==> src/rtl/mem_arb_pkg.sv <==
// Shared types and constants for the I/D memory port arbiter.
// The build option MEM_ARB_ROUND_ROBIN_EN is consumed by mem_port_arbiter.
package mem_arb_pkg;

  localparam int unsigned ADDR_W = 32;
  localparam int unsigned DATA_W = 32;
  localparam int unsigned STRB_W = 4;

  typedef enum logic {
    ST_IDLE = 1'b0,
    ST_RESP = 1'b1
  } state_t;

  // Owner codes double as bit positions in the request/grant vectors
  localparam logic OWN_I = 1'b0;
  localparam logic OWN_D = 1'b1;

  typedef struct packed {
    logic [ADDR_W-1:0] raddr;
    logic [ADDR_W-1:0] waddr;
    logic [DATA_W-1:0] wdata;
  } mem_port_t;

  // Highest legal byte address for a memory of 'words' 32-bit words
  function automatic logic [ADDR_W-1:0] range_limit(input int unsigned words);
    return ADDR_W'(words * 32'd4 - 32'd4);
  endfunction

endpackage

==> src/rtl/mem_port_arbiter_if.sv <==
// Requester and memory-side signals of the arbiter, bundled for port connection.
// slave: arbiter view; master: requesters plus memory view.
interface mem_port_arbiter_if;
  import mem_arb_pkg::*;

  logic              iwIReq;
  logic [ADDR_W-1:0] iwIAddr;
  logic              owIGnt;
  logic              owIRvalid;
  logic [DATA_W-1:0] owIRdata;

  logic              iwDReq;
  logic [ADDR_W-1:0] iwDAddr;
  logic [DATA_W-1:0] iwDWdata;
  logic [STRB_W-1:0] iwDWstrb;
  logic              owDGnt;
  logic              owDRvalid;
  logic [DATA_W-1:0] owDRdata;

  logic              owError;

  logic [ADDR_W-1:0] owMemReadAddr;
  logic [ADDR_W-1:0] owMemWriteAddr;
  logic [DATA_W-1:0] owMemWriteData;
  logic [STRB_W-1:0] owMemWstrb;
  logic [DATA_W-1:0] iwMemReadData;

  modport slave (
    input  iwIReq, iwIAddr, iwDReq, iwDAddr, iwDWdata, iwDWstrb, iwMemReadData,
    output owIGnt, owIRvalid, owIRdata, owDGnt, owDRvalid, owDRdata, owError,
    output owMemReadAddr, owMemWriteAddr, owMemWriteData, owMemWstrb
  );

  modport master (
    output iwIReq, iwIAddr, iwDReq, iwDAddr, iwDWdata, iwDWstrb, iwMemReadData,
    input  owIGnt, owIRvalid, owIRdata, owDGnt, owDRvalid, owDRdata, owError,
    input  owMemReadAddr, owMemWriteAddr, owMemWriteData, owMemWstrb
  );

endinterface

==> src/rtl/mem_arb_pick.sv <==
// Two-way combinational picker: one-hot grant from requests and a priority pointer.
module mem_arb_pick
  import mem_arb_pkg::*;
(
  input  logic [1:0] iwReq,
  input  logic       iwPtr,
  output logic [1:0] owGnt
);

  // D wins when alone or when it holds priority; otherwise I takes it
  always_comb begin
    owGnt = 2'b00;
    if (iwReq[OWN_D] && (!iwReq[OWN_I] || (iwPtr == OWN_D))) begin
      owGnt[OWN_D] = 1'b1;
    end else if (iwReq[OWN_I]) begin
      owGnt[OWN_I] = 1'b1;
    end
  end

endmodule

==> src/rtl/mem_port_arbiter.sv <==
// Shares a single-ported byte memory between instruction fetch (I) and load/store (D).
// MEM_ARB_ROUND_ROBIN_EN selects round-robin contention; undefined gives fixed D-over-I priority.
module mem_port_arbiter
  import mem_arb_pkg::*;
#(
  parameter int unsigned pWords = 32'd44
) (
  input  logic               iwClk,
  input  logic               iwnRst,
  mem_port_arbiter_if.slave  bus
);

  localparam logic [ADDR_W-1:0] ADDR_LIMIT = range_limit(pWords);

  state_t            state_q;
  logic              owner_q;
  logic              store_q;
  logic              err_q;
  logic              rvalid_i_q;
  logic              rvalid_d_q;
  mem_port_t         last_q;

  logic              ptr;
  logic              idle_c;
  logic [1:0]        req_c;
  logic [1:0]        pick_c;
  logic              gnt_i_c;
  logic              gnt_d_c;
  logic              any_gnt_c;
  logic [ADDR_W-1:0] sel_addr_c;
  logic              legal_c;
  logic              store_c;
  mem_port_t         mem_c;
  logic [STRB_W-1:0] wstrb_c;

  // Grants only in IDLE and never while reset is held
  assign idle_c = (state_q == ST_IDLE) && iwnRst;
  assign req_c  = {bus.iwDReq, bus.iwIReq} & {2{idle_c}};

  mem_arb_pick u_pick (
    .iwReq (req_c),
    .iwPtr (ptr),
    .owGnt (pick_c)
  );

  assign gnt_i_c    = pick_c[OWN_I];
  assign gnt_d_c    = pick_c[OWN_D];
  assign any_gnt_c  = gnt_i_c | gnt_d_c;
  assign sel_addr_c = gnt_d_c ? bus.iwDAddr : bus.iwIAddr;
  assign legal_c    = (sel_addr_c <= ADDR_LIMIT);
  assign store_c    = gnt_d_c && (bus.iwDWstrb != '0);

`ifdef MEM_ARB_ROUND_ROBIN_EN
  // Priority moves to whichever requester was not just granted
  always_ff @(posedge iwClk or negedge iwnRst) begin
    if (!iwnRst) begin
      ptr <= OWN_D;
    end else if (any_gnt_c) begin
      ptr <= gnt_d_c ? OWN_I : OWN_D;
    end
  end
`else
  assign ptr = OWN_D;
`endif

  // Memory ports follow the winner in its grant cycle and hold otherwise
  always_comb begin
    mem_c   = last_q;
    wstrb_c = '0;
    if (gnt_i_c) begin
      mem_c.raddr = bus.iwIAddr;
    end
    if (gnt_d_c) begin
      mem_c.raddr = bus.iwDAddr;
      if (store_c) begin
        mem_c.waddr = bus.iwDAddr;
        mem_c.wdata = bus.iwDWdata;
        if (legal_c) begin
          wstrb_c = bus.iwDWstrb;
        end
      end
    end
  end

  always_ff @(posedge iwClk or negedge iwnRst) begin
    if (!iwnRst) begin
      state_q    <= ST_IDLE;
      owner_q    <= 1'b0;
      store_q    <= 1'b0;
      err_q      <= 1'b0;
      rvalid_i_q <= 1'b0;
      rvalid_d_q <= 1'b0;
      last_q     <= '0;
    end else begin
      case (state_q)
        ST_IDLE: begin
          rvalid_i_q <= gnt_i_c;
          rvalid_d_q <= gnt_d_c;
          err_q      <= any_gnt_c && !legal_c;
          if (any_gnt_c) begin
            owner_q <= gnt_d_c ? OWN_D : OWN_I;
            store_q <= store_c;
            last_q  <= mem_c;
            state_q <= ST_RESP;
          end
        end
        ST_RESP: begin
          rvalid_i_q <= 1'b0;
          rvalid_d_q <= 1'b0;
          err_q      <= 1'b0;
          state_q    <= ST_IDLE;
        end
        default: begin
          state_q <= ST_IDLE;
        end
      endcase
    end
  end

  assign bus.owIGnt    = gnt_i_c;
  assign bus.owDGnt    = gnt_d_c;
  assign bus.owIRvalid = rvalid_i_q;
  assign bus.owDRvalid = rvalid_d_q;
  assign bus.owError   = err_q;

  // Read data comes straight from the memory's output register in RESP
  assign bus.owIRdata = ((state_q == ST_RESP) && (owner_q == OWN_I) && !err_q)
                        ? bus.iwMemReadData : '0;
  assign bus.owDRdata = ((state_q == ST_RESP) && (owner_q == OWN_D) && !err_q && !store_q)
                        ? bus.iwMemReadData : '0;

  assign bus.owMemReadAddr  = mem_c.raddr;
  assign bus.owMemWriteAddr = mem_c.waddr;
  assign bus.owMemWriteData = mem_c.wdata;
  assign bus.owMemWstrb     = wstrb_c;

endmodule

==> src/flat_wrapper.sv <==
// flat-port wrapper written by rule: the top's interface ports become plain ports
module mem_port_arbiter_flat import mem_arb_pkg::*;
#(
  parameter int unsigned pWords = 32'd44
)
  (iwClk, iwnRst, bus_iwIReq, bus_iwIAddr, bus_iwDReq, bus_iwDAddr, bus_iwDWdata, bus_iwDWstrb, bus_iwMemReadData, bus_owIGnt, bus_owIRvalid, bus_owIRdata, bus_owDGnt, bus_owDRvalid, bus_owDRdata, bus_owError, bus_owMemReadAddr, bus_owMemWriteAddr, bus_owMemWriteData, bus_owMemWstrb);
  mem_port_arbiter_if bus_i ();
  input  logic iwClk;
  input  logic iwnRst;
  input wire logic [$bits(bus_i.iwIReq)-1:0] bus_iwIReq;
  input wire logic [$bits(bus_i.iwIAddr)-1:0] bus_iwIAddr;
  input wire logic [$bits(bus_i.iwDReq)-1:0] bus_iwDReq;
  input wire logic [$bits(bus_i.iwDAddr)-1:0] bus_iwDAddr;
  input wire logic [$bits(bus_i.iwDWdata)-1:0] bus_iwDWdata;
  input wire logic [$bits(bus_i.iwDWstrb)-1:0] bus_iwDWstrb;
  input wire logic [$bits(bus_i.iwMemReadData)-1:0] bus_iwMemReadData;
  output wire logic [$bits(bus_i.owIGnt)-1:0] bus_owIGnt;
  output wire logic [$bits(bus_i.owIRvalid)-1:0] bus_owIRvalid;
  output wire logic [$bits(bus_i.owIRdata)-1:0] bus_owIRdata;
  output wire logic [$bits(bus_i.owDGnt)-1:0] bus_owDGnt;
  output wire logic [$bits(bus_i.owDRvalid)-1:0] bus_owDRvalid;
  output wire logic [$bits(bus_i.owDRdata)-1:0] bus_owDRdata;
  output wire logic [$bits(bus_i.owError)-1:0] bus_owError;
  output wire logic [$bits(bus_i.owMemReadAddr)-1:0] bus_owMemReadAddr;
  output wire logic [$bits(bus_i.owMemWriteAddr)-1:0] bus_owMemWriteAddr;
  output wire logic [$bits(bus_i.owMemWriteData)-1:0] bus_owMemWriteData;
  output wire logic [$bits(bus_i.owMemWstrb)-1:0] bus_owMemWstrb;
  assign bus_i.iwIReq = bus_iwIReq;
  assign bus_i.iwIAddr = bus_iwIAddr;
  assign bus_i.iwDReq = bus_iwDReq;
  assign bus_i.iwDAddr = bus_iwDAddr;
  assign bus_i.iwDWdata = bus_iwDWdata;
  assign bus_i.iwDWstrb = bus_iwDWstrb;
  assign bus_i.iwMemReadData = bus_iwMemReadData;
  assign bus_owIGnt = bus_i.owIGnt;
  assign bus_owIRvalid = bus_i.owIRvalid;
  assign bus_owIRdata = bus_i.owIRdata;
  assign bus_owDGnt = bus_i.owDGnt;
  assign bus_owDRvalid = bus_i.owDRvalid;
  assign bus_owDRdata = bus_i.owDRdata;
  assign bus_owError = bus_i.owError;
  assign bus_owMemReadAddr = bus_i.owMemReadAddr;
  assign bus_owMemWriteAddr = bus_i.owMemWriteAddr;
  assign bus_owMemWriteData = bus_i.owMemWriteData;
  assign bus_owMemWstrb = bus_i.owMemWstrb;
  mem_port_arbiter #(.pWords(pWords)) u_core (.iwClk(iwClk), .iwnRst(iwnRst), .bus(bus_i));
endmodule
==> config.mk <==
export PLATFORM = sky130hd
export DESIGN_NAME = mem_port_arbiter_flat
export DESIGN_NICKNAME = d
export VERILOG_FILES = /design/src/rtl/mem_arb_pkg.sv /design/src/rtl/mem_port_arbiter_if.sv /design/src/rtl/mem_arb_pick.sv /design/src/rtl/mem_port_arbiter.sv /design/src/flat_wrapper.sv
export SDC_FILE = /design/constraint.sdc
export NUM_CORES = 1
export LEC_CHECK = 0
export ABC_AREA = 1
export CAP_MARGIN = 20
export CORE_ASPECT_RATIO = 2
export CORE_MARGIN = 2
export CORE_UTILIZATION = 35
export DETAILED_ROUTE_END_ITERATION = 16
export GPL_TIMING_DRIVEN = 0
export PLACE_DENSITY = 0.77
export SYNTH_ARGS = -nofsm -noshare
export SYNTH_HDL_FRONTEND = slang
export SYNTH_SLANG_ARGS = --single-unit
==> constraint.sdc <==
create_clock -name iwClk -period 1.4 [get_ports iwClk]
set_input_delay 0.21 -clock iwClk [delete_from_list [all_inputs] [get_ports iwClk]]
set_output_delay 0.21 -clock iwClk [all_outputs]
set_load 0.01 [all_outputs]
======== After elaboration in Yosys (flattened, before gate mapping) ========
Index checks and enable logic that the tools add are counted.
operators by class
  order comparisons ....................... 1
  multiplexer cells ....................... 18
  bitwise gates (word level) .............. 4
  reduce and logical (&&, ||, !) cells .... 13
operator list
  operator                                                                            count
  32-bit 2-to-1 mux                                                                   4
  96-bit 2-to-1 mux                                                                   1
  64-bit 2-to-1 mux                                                                   1
  32-bit by 8-bit less-or-equal comparator with 1-bit output (second input constant)  1
  4-bit 2-to-1 mux                                                                    3
  1-bit logical AND                                                                   8
  1-bit case mux with 2 select lines                                                  4
  1-bit 2-to-1 mux                                                                    5
  4-bit nonzero test                                                                  1
  1-bit logical NOT                                                                   3
  2-bit AND                                                                           1
  1-bit inverter                                                                      2
  2-bit AND reduction                                                                 1
  1-bit bitwise OR                                                                    1
word-level totals
  register bits after elaboration ......... 102
  bits of input ports ..................... 136
  output and inout port bits .............. 169
  word-level logic and storage cells ...... 45

======== Depth between registers and ports, before layout ========
Gate-level depths: netlist (run 1).
  depth after elaboration ................. 9
  gate-level depth with buffers ........... 12
  depth with buffers taken out ............ 11

======== Hierarchy ========
From an unflattened synthesis (run 1), not the netlist that was laid out.
second synthesis, totals
  cell total of the unflattened synthesis .. 898
  area total of the unflattened synthesis .. 5968.2 µm²
by module, submodules not included
  module            instances  cells an instance  area an instance (µm²)  seq. area each (µm²)
  mem_port_arbiter  1          894                5940.7                  2552.4
  mem_arb_pick      1          4                  27.5                    0.0

======== Worst setup path before layout (run 1) ========
No wires, ideal clock.
  path kind ............................... register -> output
  from .................................... register u_core.state_q
  to ...................................... output port bus_owMemWriteAddr[10]
  arrival ................................. 1.409 ns
  data required time ...................... 1.190 ns
  setup slack ............................. -0.219 ns
  cell stages (with the launch flop) ...... 8
  path buffers ............................ 2
  path through ............................ dfrtp_1 > inv_2 > nand3_4 > inv_4 > nand2_1 > buf_2 > clkbuf_1 > o21ai_0
on the way
  longest elaborated chain between the ends .. 7
RTL lines
  item                                 RTL line                 source
  start: declaration                   mem_port_arbiter.sv:15   state_t state_q;
  start signal: assignment             mem_port_arbiter.sv:87   state_q <= ST_IDLE;
  start signal: assignment             mem_port_arbiter.sv:104  state_q <= ST_RESP;
  start signal: assignment             mem_port_arbiter.sv:111  state_q <= ST_IDLE;
  1-bit inverter (no source line) (*)  --
  1-bit logical AND (*)                mem_port_arbiter.sv:37   assign idle_c = (state_q == ST_IDLE) && iwnRst;
  2-bit AND (*)                        mem_port_arbiter.sv:38   assign req_c = {bus.iwDReq, bus.iwIReq} & {2{idle_c}};
  1-bit 2-to-1 mux (*)                 mem_arb_pick.sv:13       if (iwReq[OWN_D] && (!iwReq[OWN_I] || (iwPtr == OWN_D))) begin
  1-bit logical AND                    mem_port_arbiter.sv:51   assign store_c = gnt_d_c && (bus.iwDWstrb != '0);
  64-bit 2-to-1 mux                    mem_port_arbiter.sv:75   if (store_c) begin
  96-bit 2-to-1 mux (*)                mem_port_arbiter.sv:73   if (gnt_d_c) begin
  end: declaration                     flat_wrapper.sv:25       output wire logic [$bits(bus_i.owMemWriteAddr)-1:0] bus_owMemWriteAddr;
Every way passes the cells marked *; elsewhere a longest branch is shown, timed or not.

======== Final worst setup path (run 1) ========
  from .................................... register u_core.state_q
  to ...................................... output port bus_owMemWstrb[0]
on the way
  longest elaborated chain between the ends .. 9
  elaborated cells between the ends (all ways) .. 10
  classes of those cells .................. 1 x order compare; 5 x mux; 2 x bitwise; 2 x reduce/logical
RTL lines
  item                                                        RTL line                source
  1-bit inverter (no source line) (*)                         --
  1-bit logical AND (*)                                       mem_port_arbiter.sv:37
  2-bit AND (*)                                               mem_port_arbiter.sv:38
  1-bit 2-to-1 mux (*)                                        mem_arb_pick.sv:13
  32-bit 2-to-1 mux                                           mem_port_arbiter.sv:49  assign sel_addr_c = gnt_d_c ? bus.iwDAddr : bus.iwIAddr;
  32-bit by 8-bit less-or-equal comparator with 1-bit output  mem_port_arbiter.sv:50  assign legal_c = (sel_addr_c <= ADDR_LIMIT);
  4-bit 2-to-1 mux                                            mem_port_arbiter.sv:78  if (legal_c) begin
  4-bit 2-to-1 mux                                            mem_port_arbiter.sv:75
  4-bit 2-to-1 mux (*)                                        mem_port_arbiter.sv:73
  end: declaration                                            flat_wrapper.sv:27      output wire logic [$bits(bus_i.owMemWstrb)-1:0] bus_owMemWstrb;
Marks and branches as above.

==> flow_summary.yaml, run 1 <==
critical_path:
  cpMaxStageDelayCell: "dfrtp_2"
  cp-end-kind: "output pin"
  crit_chain: "inv_4 -> nand3_4 -> clkinv_8 -> buf_12 -> o21ai_2 -> nand2_1 -> nor2_2 -> nand2_2 -> nor2_4 -> nand2_4 -> nor2_2 -> buf_2"
  worstRegToRegCells: 15
  regToRegSetupSlack_ns: -0.60
  critical-path-top-delay-family: "simple AND/OR/NAND/NOR gates"
  max_stage_delay_ns: 0.41
  critical_path_class: "reg2out"
  required_ns: 1.19
  cp_num_buf_inv: 4
  worstPathArrival_ns: 2.08
  cp-start-kind: "flip-flop"
  cp_max_fo: 6
  r2r-end: "u_core.bus.owError"
  crit_path_frequent_cell: "nor2_2"
  reg2reg_from: "u_core.state_q"
clocking:
  cts_max_level: 3
  tritoncts: "yes"
  cts-root-buf: "clkbuf_16"
  path_clk_slew_ns: 0.07
  holdBufCountCts: 4
  cts_buffer_depth: 2
  clock-sinks: 102
  clock_latency_ns: 0.34
  numCtsBuffers: 9
timing:
  fin_ws_ns: -0.8858
  slew_violations: 0
  max_slew_margin: 0.8285
  fin_crit_sh: 1.633
  period_needed_ns: 2.286
  hold_violations: 69
  rsz0062_at_grt: "true"
  hold_ws_ns: -0.1026
  setup_tns_ns: -123.22
  final.setup_skew_ns: 0.006578
  setup_viol: 264
  max_freq_mhz: 437.5
  tightest_slew_ns: 0.2561
yosys:
  avgSynthCellArea_um2: 7.190
  yosys_warnings: 0
  ys_ff_latch: 102
  yosys.area.top_type_share: 0.4765
  synthCells: 745
  syn_nets: 881
  synthTopCellsByArea: "dfrtp_1, nand2_1, o211ai_1"
  postSynth.asyncResetShare: 1.000
  synth_common_cells: "nand2_1, dfrtp_1, nor2_1"
  yosys.area.top_type: "dfrtp_1"
  synthMostInstantiatedCell: "nand2_1"
  synth.yosys.seq_area_share: 0.4765
  ys.flop_type: "dfrtp_1"
  syn_area_um2: 5356
  yosysUniqueCellTypes: 23
  synth_edf_count: 0
grt:
  overflow: 0
  grt_pass1_wl_um: 33600
  grt.total_usage: 0.2578
  grt_pass1_vias: 6414
  grt_max_degree: 44
  grt_antenna_before_repair: 0
layout:
  final-instance-count-excl-fill: 1343
  finalNetCount: 1276
  drive_gt1_frac: 0.4803
  diodes: 0
  design_area_um2: 10810
  fin_util: 0.7145
  area_delta_synth_final_pct: 101.9
flow_run:
  maxCapViolations: 0
pwr:
  irDropWorstVdd_v: 0.0007744
  cellPowerDensity_nw_per_um2: 980.8
  leakage_nw: 5.616
outcome:
  violations: "negative hold slack, negative setup slack"
  status: "finished with violations"
die:
  dieWidth_um: 91.48
  die_h_um: 179.0
  io_pins: 305
  start_util: 0.3539
  num_rows: 64
  die-area_um2: 16370
  core_um2: 15130
drt:
  drc_errors: 0
  dr.pass1.iters: 5
  post_drt_wl_per_cell_um: 17.46
  drt_wl_total_um: 23450
  first_iter_violations: 297
  drt-vias-per-instance: 4.993
  route.vias.total: 6705
  ant_nets: 0
place:
  dp_hpwl_um: 15700
  placed_area_um2: 9253
  io_buffers: 304
  globalplace.congestion: 0.8603
  dp.cells: 1248
hold_path:
  hp-class: "in2async"
## final cells by class
type / count / area [um^2]
sequential: 102 / 2554
multi-input combinational: 538 / 3382
inverter: 69 / 286.5
fill: 1114 / 4320
clock buffer: 13 / 280.3
timing repair buffer: 385 / 3437
clock inverter: 3 / 26.28
buffer: 35 / 600.6
tap: 198 / 247.7
## worst max-delay path by stage
stage	startpoint	to	slack, ns	cells after the start
floorplan	u_core.state_q	bus_owMemWstrb[0]	-0.20	12
global placement	iwnRst	bus_owMemWstrb[0]	-5.11	10
detailed placement	iwnRst	bus_owMemReadAddr[11]	-1.79	10
CTS	u_core.state_q	bus_owMemWstrb[3]	-0.77	12
global route	u_core.state_q	bus_owMemWstrb[0]	-0.96	11
finish	u_core.state_q	bus_owMemWstrb[0]	-0.89	12
## registers in the layout, summed over array words and instances, names as in the netlist
register,flops
u_core.bus.owIRvalid,1
u_core.bus.owDRvalid,1
u_core.bus.owError,1
u_core.last_q,96
u_core.owner_q,1
u_core.state_q,1
u_core.store_q,1
## cell usage in the layout, fill, tap and decap left out, types with 2 or more instances in the layout
master / count
buf_6: 75
clkbuf_16: 20
clkbuf_2: 25
clkbuf_8: 10
nand3_2: 10
buf_2: 98
o21ai_2: 24
nor2_2: 33
o211ai_1: 47
o21ai_1: 10
inv_2: 4
clkinv_8: 2
nor2_1: 49
buf_8: 10
nand2_2: 113
buf_4: 38
nand4_1: 6
buf_16: 2
nand2_8: 2
nor2_4: 14
nand3_1: 16
nand3_4: 2
o21ai_0: 10
nand2_1: 156
inv_1: 62
dlygate4sd2_1: 4
buf_12: 16
nand2_4: 31
clkdlybuf4s50_1: 133
o21ai_4: 14
dfrtp_1: 101
clkinv_4: 3
## per-stage QoR
step | hold WS [ns] | setup WS, ns | power, mW
finish | -0.1026 | -0.8858 | 10.61
global route | -0.09697 | -0.9634 | 11.14
CTS | -0.1071 | -0.7719 | 10.17
detailed placement | 0.3756 | -1.787 | 7.634
global placement | 0.4564 | -5.113 | 7.554
floorplan | -0.08559 | -0.1954 | 5.551
## what timing repair did
| item | in CTS | in global routing |
|---|---|---|
| setup buffers | 42 | 25 |
| gates cloned | 8 | 3 |
| gates resized for setup | 718 | 284 |
| endpoints found under the setup margin | 271 | 264 |
| pin swaps | 17 | 27 |
| endpoints found under the hold margin | 102 | 69 |
## per-layer routing
metal	wire length (um)	GRT usage	up-vias
met5	0	0	-
met4	384	0.04987	0
met3	2013	0.06221	37
met2	11670	0.4240	348
met1	9376	0.3476	3165
li1	-	-	3155
## kinds of logic after synthesis
group,share of synthesized area
and+or+nand+nor,0.3172
AOI/OAI and AO/OA,0.1224
buffers and inverters,0.08386
DFF,0.4765
## worst reg2reg max path, stage by stage (launching register included)
cell and delay (ns):
dfrtp_2 0.41, inv_4 0.06, nand3_4 0.10, clkinv_8 0.10
buf_12 0.15, o21ai_2 0.06, nand2_1 0.11, nor2_2 0.18
nand2_2 0.08, nor2_4 0.13, buf_4 0.13, buf_4 0.09
buf_6 0.08, buf_6 0.08, buf_6 0.08, a21oi_2 0.04
## report_power, final
part	switching, mW	internal, mW	leakage [nW]
registers	0.262	3.47	1.27
logic	2.20	2.16	4.19
clock network	1.10	1.41	0.152
Note: power is estimated with default switching activity, not from simulation.
==> run 2, diff against run 1 <==
CORE_UTILIZATION = 37   (was 35)
PLACE_DENSITY = 0.78   (was 0.77)
SYNTH_HIERARCHICAL = 1   (was not set)
==> flow_summary.yaml, run 2 <==
pwr:
  cellPowerDensity_nw_per_um2: 1225
  p_switching_mw: 5.281
  power_frac_clock: 0.184
  internal-power_mw: 8.326
  power_frac_comb: 0.497
  irDropWorstVdd_v: 0.0009581
  p_seq_frac: 0.319
  switching_share: 0.3881
  leakage_nw: 5.163
yosys:
  yosys.area.top_type: "dfrtp_1"
  syn_area_um2: 5968
  ys_ff_latch: 102
  synthCells: 898
  postSynth.asyncResetShare: 1.000
  yosysUniqueCellTypes: 26
  yosys.area.top_type_share: 0.4277
  synth_common_cells: "nor2_1, nand2_1, inv_1, o21ai_0, dfrtp_1"
  yosys_warnings: 6
  avgSynthCellArea_um2: 6.646
  synth_edf_count: 0
  ys.flop_type: "dfrtp_1"
  synth.yosys.seq_area_share: 0.4277
  synthMostInstantiatedCell: "nor2_1"
  synthTopCellsByArea: "dfrtp_1, nor2_1, nand2_1"
layout:
  drive_gt1_frac: 0.3398
  final-instance-count-excl-fill: 1485
  layout_commonest_cell: "nand2_1"
  finalNetCount: 1414
  area_delta_synth_final_pct: 86.04
  top_register: "u_core/last_q"
  largest_register_ff_count: 96
  final_cell_mix: "nand2_1, clkdlybuf4s50_1, nor2_1, inv_1, dfrtp_1"
  design_area_um2: 11100
  fin_util: 0.7037
drt:
  post_drt_wl_per_cell_um: 18.94
  route.vias.total: 7812
  first_iter_violations: 628
  drt-vias-per-instance: 5.261
  drc_errors: 0
  ant_nets: 0
  drt_wl_total_um: 28120
  dr.pass1.iters: 6
critical_path:
  cp_max_fo: 8
  crit_path_start: "u_core/state_q"
  critical-path-top-delay-family: "simple AND/OR/NAND/NOR gates"
  reg2reg_from: "u_core/state_q"
  worstRegToRegCells: 16
  crit_path_frequent_cell: "nand2_1"
  required_ns: 1.19
  r2r-end: "u_core/last_q[94]"
  crit_chain: "inv_2 -> and3_4 -> inv_4 -> a21oi_4 -> buf_8 -> buf_12 -> nand2_4 -> nand2_2 -> nand2_1 -> nor2_2 -> nand2_1 -> nand2_1 -> nand2_4 -> nand2_8 -> nor2_4 -> buf_6"
  cpMaxStageDelayCell: "dfrtp_2"
  max_stage_delay_ns: 0.42
  cp_num_buf_inv: 5
  regToRegSetupSlack_ns: -1.03
  critical_path_class: "reg2out"
  worstPathArrival_ns: 2.44
  cp-start-kind: "flip-flop"
  cp-end-kind: "output pin"
timing:
  hold_ws_ns: -0.2260
  slew_violations: 0
  setup_viol: 271
  max_freq_mhz: 377.3
  final.setup_skew_ns: 0.01379
  period_needed_ns: 2.650
  fin_crit_sh: 1.893
  rsz0062_at_grt: "true"
  hold_violations: 41
  fin_ws_ns: -1.250
grt:
  grt.total_usage: 0.2962
  grt_antenna_before_repair: 1
  grt_pass1_wl_um: 39280
  grt_pass1_vias: 7411
  use_met2: 0.5657
  overflow: 0
  use_met1: 0.2919
  busiest_layer: "met2"
  grtUsageMet3: 0.04633
  grt_max_degree: 62
die:
  dieWidth_um: 93.81
  core_um2: 15780
  die_h_um: 183.6
  num_rows: 65
  die-area_um2: 17220
  io_pins: 305
  start_util: 0.3783
place:
  dp_hpwl_um: 19550
  place_ws_ns: -1.668
  io_buffers: 304
  globalplace.congestion: 0.9273
  dp.cells: 1405
  placed_area_um2: 9629
clocking:
  tritoncts: "yes"
  clock_latency_ns: 0.36
  cts-root-buf: "clkbuf_16"
  cts_max_level: 3
  clock-sinks: 102
  path_clk_slew_ns: 0.07
  cts_buffer_depth: 2
  numCtsBuffers: 9
outcome:
  status: "finished with violations"
  violations: "negative hold slack, negative setup slack"
flow_run:
  maxCapViolations: 0
hold_path:
  hp-class: "in2async"
==> run 2: worst max path at each step <==
stage	to	slack, ns	depth (start not counted)
final	bus_owMemWstrb[0]	-1.25	16
after global routing	bus_owMemWstrb[0]	-1.34	16
after CTS	bus_owMemWstrb[1]	-1.17	15
after detailed placement	bus_owMemWriteData[21]	-1.67	12
after global placement	bus_owMemWriteAddr[30]	-5.63	12
after floorplan	bus_owMemWstrb[0]	-0.60	14
==> run 2: power groups by stage <==
stage | combinational [mW] | sequential (mW) | clock, mW
after floorplan | 2.88 | 4.14 | 0
after CTS | 5.96 | 4.19 | 2.52
after detailed placement | 5.88 | 4.24 | 0
final | 6.76 | 4.34 | 2.51
after global placement | 5.79 | 4.20 | 0
after global routing | 7.21 | 4.42 | 2.64
==> run 2: area by class of cell <==
| type | count | area [um^2] |
|---|---|---|
| sequential | 102 | 2554 |
| timing repair buffer | 368 | 3516 |
| tap | 201 | 251.5 |
| inverter | 113 | 454.2 |
| antenna | 1 | 2.502 |
| multi-input combinational | 630 | 3397 |
| buffer | 53 | 633.1 |
| fill | 1233 | 4674 |
| clock inverter | 7 | 65.06 |
| clock buffer | 9 | 225.2 |
| timing repair inverter | 1 | 5.005 |
==> run 2: timing repair <==
item / in CTS / in global routing
resized for setup: 489 / 245
pin swaps: 24 / 36
cloned: 4 / 6
setup endpoints to repair: 271 / 271
hold endpoints to repair: 41 / 41
setup buffers: 33 / 22
==> run 2: logic make-up after synthesis <==
kind of cell | count (synthesis) | synth area share
compound gates | 179 | 0.1610
simple gates | 449 | 0.2908
other cells | 1 | 0.0006283
flops | 102 | 0.4277
buf+inv | 167 | 0.1199
==> run 2: layer usage <==
metal / part of all wire / vias to the layer above
met4: 0.068 / 0
met1: 0.31 / 3640
met2: 0.54 / 474
met5: 0 / -
met3: 0.078 / 132
li1: - / 3566
==> run 2: through the flow <==
step	power (mW)	TNS, ns
after floorplan	7.025	-86.34
after global placement	9.990	-1501.85
after detailed placement	10.11	-300.46
after CTS	12.66	-217.41
after global routing	14.26	-230.84
final	13.61	-214.44
